`src/rtl/fetch_queue.sv`:
```
// Instruction-fetch queue: issues pc to a 1-cycle synchronous imem, buffers
// returned words with their pc, and presents the head to decode with
// credit-based back-pressure to program_counter.
module fetch_queue #(
    parameter int unsigned DEPTH = 4,
    parameter int unsigned PTR_W = 2
) (
    input  logic        clk,
    input  logic        reset,
    input  logic [31:0] pc,
    output logic        imem_en,
    output logic [31:0] imem_addr,
    input  logic [31:0] imem_data,
    input  logic        stall,
    input  logic        flush,
    output logic [31:0] inst,
    output logic [31:0] inst_pc,
    output logic        inst_valid,
    output logic        keep_pc
);

    localparam int unsigned CNT_W = PTR_W + 1;
    localparam int unsigned SUM_W = PTR_W + 2;

    typedef struct packed {
        logic [31:0] inst;
        logic [31:0] pc;
    } entry_t;

    entry_t             mem_q [DEPTH];
    logic [PTR_W-1:0]   rd_ptr_q, rd_ptr_d;
    logic [PTR_W-1:0]   wr_ptr_q, wr_ptr_d;
    logic [CNT_W-1:0]   count_q, count_d;
    logic               inflight_q, inflight_d;
    logic [31:0]        inflight_pc_q, inflight_pc_d;
    entry_t             head_q, head_d;
    logic               valid_q, valid_d;
    logic               keep_pc_q, keep_pc_d;

    logic               issue;
    logic               wr_en;
    logic               rd_en;

    // Next-state: issue, return, dequeue and flush; head/credit precomputed so outputs are flops
    always_comb begin
        rd_ptr_d      = rd_ptr_q;
        wr_ptr_d      = wr_ptr_q;
        count_d       = count_q;
        head_d        = '0;
        issue         = flush | ~keep_pc_q;
        wr_en         = inflight_q & ~flush;
        rd_en         = (count_q != '0) & ~stall & ~flush;
        inflight_d    = issue;
        inflight_pc_d = issue ? pc : inflight_pc_q;

        if (flush) begin
            rd_ptr_d = wr_ptr_q;
            count_d  = '0;
        end else begin
            if (wr_en) wr_ptr_d = wr_ptr_q + PTR_W'(1);
            if (rd_en) rd_ptr_d = rd_ptr_q + PTR_W'(1);
            count_d = count_q + CNT_W'(wr_en) - CNT_W'(rd_en);
        end

        // Credit counts queued entries plus the word still in memory
        keep_pc_d = (SUM_W'(count_d) + SUM_W'(inflight_d)) >= SUM_W'(DEPTH);
        valid_d   = (count_d != '0);

        // New head is either the word landing this cycle or an existing entry
        if (valid_d) begin
            if (wr_en && (wr_ptr_q == rd_ptr_d)) begin
                head_d = '{inst: imem_data, pc: inflight_pc_q};
            end else begin
                head_d = mem_q[rd_ptr_d];
            end
        end
    end

    // Control and output registers
    always_ff @(posedge clk or negedge reset) begin
        if (!reset) begin
            rd_ptr_q      <= '0;
            wr_ptr_q      <= '0;
            count_q       <= '0;
            inflight_q    <= 1'b0;
            inflight_pc_q <= '0;
            head_q        <= '0;
            valid_q       <= 1'b0;
            keep_pc_q     <= 1'b0;
        end else begin
            rd_ptr_q      <= rd_ptr_d;
            wr_ptr_q      <= wr_ptr_d;
            count_q       <= count_d;
            inflight_q    <= inflight_d;
            inflight_pc_q <= inflight_pc_d;
            head_q        <= head_d;
            valid_q       <= valid_d;
            keep_pc_q     <= keep_pc_d;
        end
    end

    // Entry storage; contents are don't-care after reset
    always_ff @(posedge clk) begin
        if (wr_en) begin
            mem_q[wr_ptr_q] <= '{inst: imem_data, pc: inflight_pc_q};
        end
    end

    assign imem_en    = issue;
    assign imem_addr  = pc;
    assign inst       = head_q.inst;
    assign inst_pc    = head_q.pc;
    assign inst_valid = valid_q;
    assign keep_pc    = keep_pc_q;

`ifndef SYNTHESIS
    // Credit rule must keep a returning word from ever hitting a full queue
    enq_not_full: assert property (@(posedge clk) disable iff (!reset)
        !(wr_en && (count_q == CNT_W'(DEPTH))));
`endif

endmodule
```
`config.mk`:
```
export PLATFORM = sky130hd
export DESIGN_NAME = fetch_queue
export DESIGN_NICKNAME = d
export VERILOG_FILES = /design/src/rtl/fetch_queue.sv
export SDC_FILE = /design/constraint.sdc
export NUM_CORES = 1
export LEC_CHECK = 0
export BUFFER_PORTS_ARGS = -buffer_cell sky130_fd_sc_hd__buf_2
export CORE_MARGIN = 4
export CORE_UTILIZATION = 55
export CTS_CLUSTER_DIAMETER = 80
export DETAILED_ROUTE_END_ITERATION = 8
export PLACE_DENSITY = 0.75
export SLEW_MARGIN = 20
export SYNTH_ARGS = -nofsm -noshare
export SYNTH_HDL_FRONTEND = slang
export SYNTH_SLANG_ARGS = --single-unit
export TNS_END_PERCENT = 5
```
`constraint.sdc`:
```
create_clock -name clk -period 5.5 [get_ports clk]
set_clock_uncertainty 0.1 [all_clocks]
set_input_delay 0.55 -clock clk [delete_from_list [all_inputs] [get_ports clk]]
set_output_delay 0.55 -clock clk [all_outputs]
set_load 0.05 [all_outputs]
```
==> run metrics <==
Die X=approximately 170 um; final cell count without fillers=1,438; first-pass GRT wire length=48,200 um; Routed Antenna Nets=0; CP Cell Sequence=nor3_2, nor3_1, ha_1, inv_1, ha_1, inv_1, fa_1, xor2_1, xnor2_1, a31oi_1, or3b_4, buf_12, o32ai_1; Yosys Warn Count=0; P_leak=0.00667 uW; layout cells sized above 1=0.224; fin crit period=4.02 ns; EDFF count, synth=256; Hold Buf Count CTS=0; via-per-instance ratio=approximately 6.0; met3 Usage GRT=0.0374; Post-Syn Area=14,200 um^2; root buffer cell=clkbuf_16; Mapped Cells=975; CP endpoint kind=flop; critical path class=flop to flop; max_cap viols=0; Initial Util=0.561; Hold WS=roughly 0.071 ns; Flop pwr share=0.405; switching share of power=0.358; clock buffer count from CTS=37; PD cells=574 nW/um^2; Post-synth ARST share=0.293; worst path bufs/invs=3; cell taking the most area after synthesis=edfxtp_1; final instance area=16,300 um^2; post-CTS resize count=0; top cells by count, synth=edfxtp_1, a211oi_1, and3_1; M1 GR Usage=0.296; met2 usage in global routing=0.357; worst-case clock buffer depth=3; Placed Cells=1,370; Worst-path clk slew=approximately 0.060 ns; final count of negative-setup-slack endpoints=0; DRC violations left=0; detailed-route via count=8,650; Slew Limit Headroom=0.254; worst vdd ir=about 0.00031 V; Crit Path Max Fanout=36; Pint=5990 uW; # clock sinks=around 360; number of global-route vias before repair=8,718; antenna violations before repair=3; Final Hold Viols=0; outcome=finished clean; fin. max-slew vios=0; CP arrival=between 4 and 5 ns; Synth Register Bits=362; P_sw=between 3000 and 4000 uW; CP top delay family=simple AND/OR/NAND/NOR gates; Top FF cell, synth=edfxtp_1; data required time of the worst path=5.79 ns; IO Port Bufs=166; H-tree Lvls=2; post-synthesis sequential area ratio=0.727; dominant cells by area after synthesis=edfxtp_1, dfrtp_1, a211oi_1; later-pin clock latency in the skew report=0.50 ns; Avg WL per Cell=22.0 um; area grow syn2layout=14.4%; FMAX=0.249 GHz; CP Launch Type=flop; TritonRoute pass-1 iters=5; count leader, synth=edfxtp_1; Post-layout nets=1,154; Detailed Place HPWL=15,700 um; fillcell total=roughly 1.8k; GRT Residual Overflow=0; CP max stage delay=0.67 ns; setup TNS=0 ns; core area=25,300 um^2; Placed Area=15,000 um^2; Die H=between 150 and 200 um; GR Util All Layers=0.216; Boundary Pins=~170; busiest grt layer=met2; post-synth cell types=34; largest net degree at the start of global routing=129; unrepaired setup endpoints after global routing=false; CTS tree=done; die area=28,500 um^2; Synth top area share=0.541; Post-Syn Nets=1,050; # rows=58; final wirelength=31,600 um; Post-CTS Setup Bufs=0; Clk pwr share=0.276; Slowest cell on crit path=or3b_4; Tcrit/Tclk final=0.731; Gate power share=0.319; Slew @ Worst Pin=~1.1 ns; 1st-iter DRT viols=819; gp weighted congestion=0.751; Synth Area per Inst=14.6 um^2; HP Class=input pin to asynchronous set/reset pin
area by class of cell:
| cell class | instances | area, um^2 | area share |
|---|---|---|---|
| Inverter | 73 | 274 | 0.0169 |
| Multi-Input combinational cell | 430 | 3060 | 0.188 |
| Antenna cell | 3 | 7.51 | 0.000462 |
| Clock buffer | 50 | 995 | 0.0612 |
| Tap cell | 330 | 413 | 0.0254 |
| Clock inverter | 15 | 250 | 0.0154 |
| Timing Repair Buffer | 175 | 921 | 0.0566 |
| Sequential cell | 362 | 10300 | 0.636 |
layer usage:
metal,vias to the layer above,part of all wire
met1,4381,0.43
met4,0,0.020
met5,-,0
met3,55,0.068
li1,3893,-
met2,321,0.48
metrics by stage:
stage | power, uW | setup slack (ns) | utilization
4_1_cts | 9370 | 1.48 | 0.641
5_1_grt | 9750 | 1.29 | 0.642
6_report | 9330 | 1.48 | 0.642
3_3_place_gp | 6710 | 1.42 | 0.592
2_1_floorplan | 5960 | 2.04 | -
3_5_place_dp | 6800 | 1.27 | 0.592
layout by cell type (no fill, tap or decap), types with 11 or more instances in the layout:
cell and count:
and3_1 128, o21ai_0 34, inv_1 72, edfxtp_1 256, o32ai_1 59, clkbuf_16 37, dfrtp_1 106, clkbuf_1 11
buf_2 165, nand2_1 39, a211oi_1 128
state kept, by name (all words and copies together), names as in the netlist:
signal,count
count_q,3
inflight_pc_q,32
inflight_q,1
inst,32
inst_pc,32
inst_valid,1
keep_pc,1
mem_q,256
rd_ptr_q,2
wr_ptr_q,2
worst reg2reg max path, delay by kind of cell, from the launching register on:
kind | cells | cell delay [ns]
adders and majority gates | 3 | 0.83
DFF | 1 | 0.44
AOI/OAI and AO/OA | 2 | 0.60
xor gates and xnor gates | 2 | 0.32
buffers and inverters | 3 | 0.39
and+or+nand+nor | 3 | 1.22
power groups by stage:
| stage | clock network (uW) | logic (uW) | registers, uW |
|---|---|---|---|
| 4_1_cts | 2610 | 2990 | 3780 |
| 3_3_place_gp | 0 | 2900 | 3810 |
| 6_report | 2570 | 2980 | 3780 |
| 3_5_place_dp | 0 | 2980 | 3820 |
| 5_1_grt | 2730 | 3200 | 3820 |
| 2_1_floorplan | 0 | 1650 | 4310 |
path summary, 6_finish.rpt:
kind | slack (ns) | end | from | depth (start not counted)
min | 0.07 | inst[22] | reset | 1
min in group clk | 0.16 | inflight_pc_q[16] | pc[16] | 3
max in group asynchronous | 4.03 | inflight_pc_q[8] | reset | 2
max reg2reg | 1.48 | inst[22] | count_q[1] | 13
max | 1.48 | inst[22] | count_q[1] | 13
min reg2reg | 0.41 | mem_q[3][27] | inflight_pc_q[27] | 0
cell families after synthesis:
group                      count (synthesis)  synth area share
DFF                                      362             0.727
AOI/OAI and AO/OA                        231             0.125
and+or+nand+nor                          187            0.0755
buffers and inverters                    183            0.0618
adders and majority gates                  7           0.00669
xor gates and xnor gates                   3           0.00185
muxes                                      2           0.00150
Power figures use the tool's default switching activity.
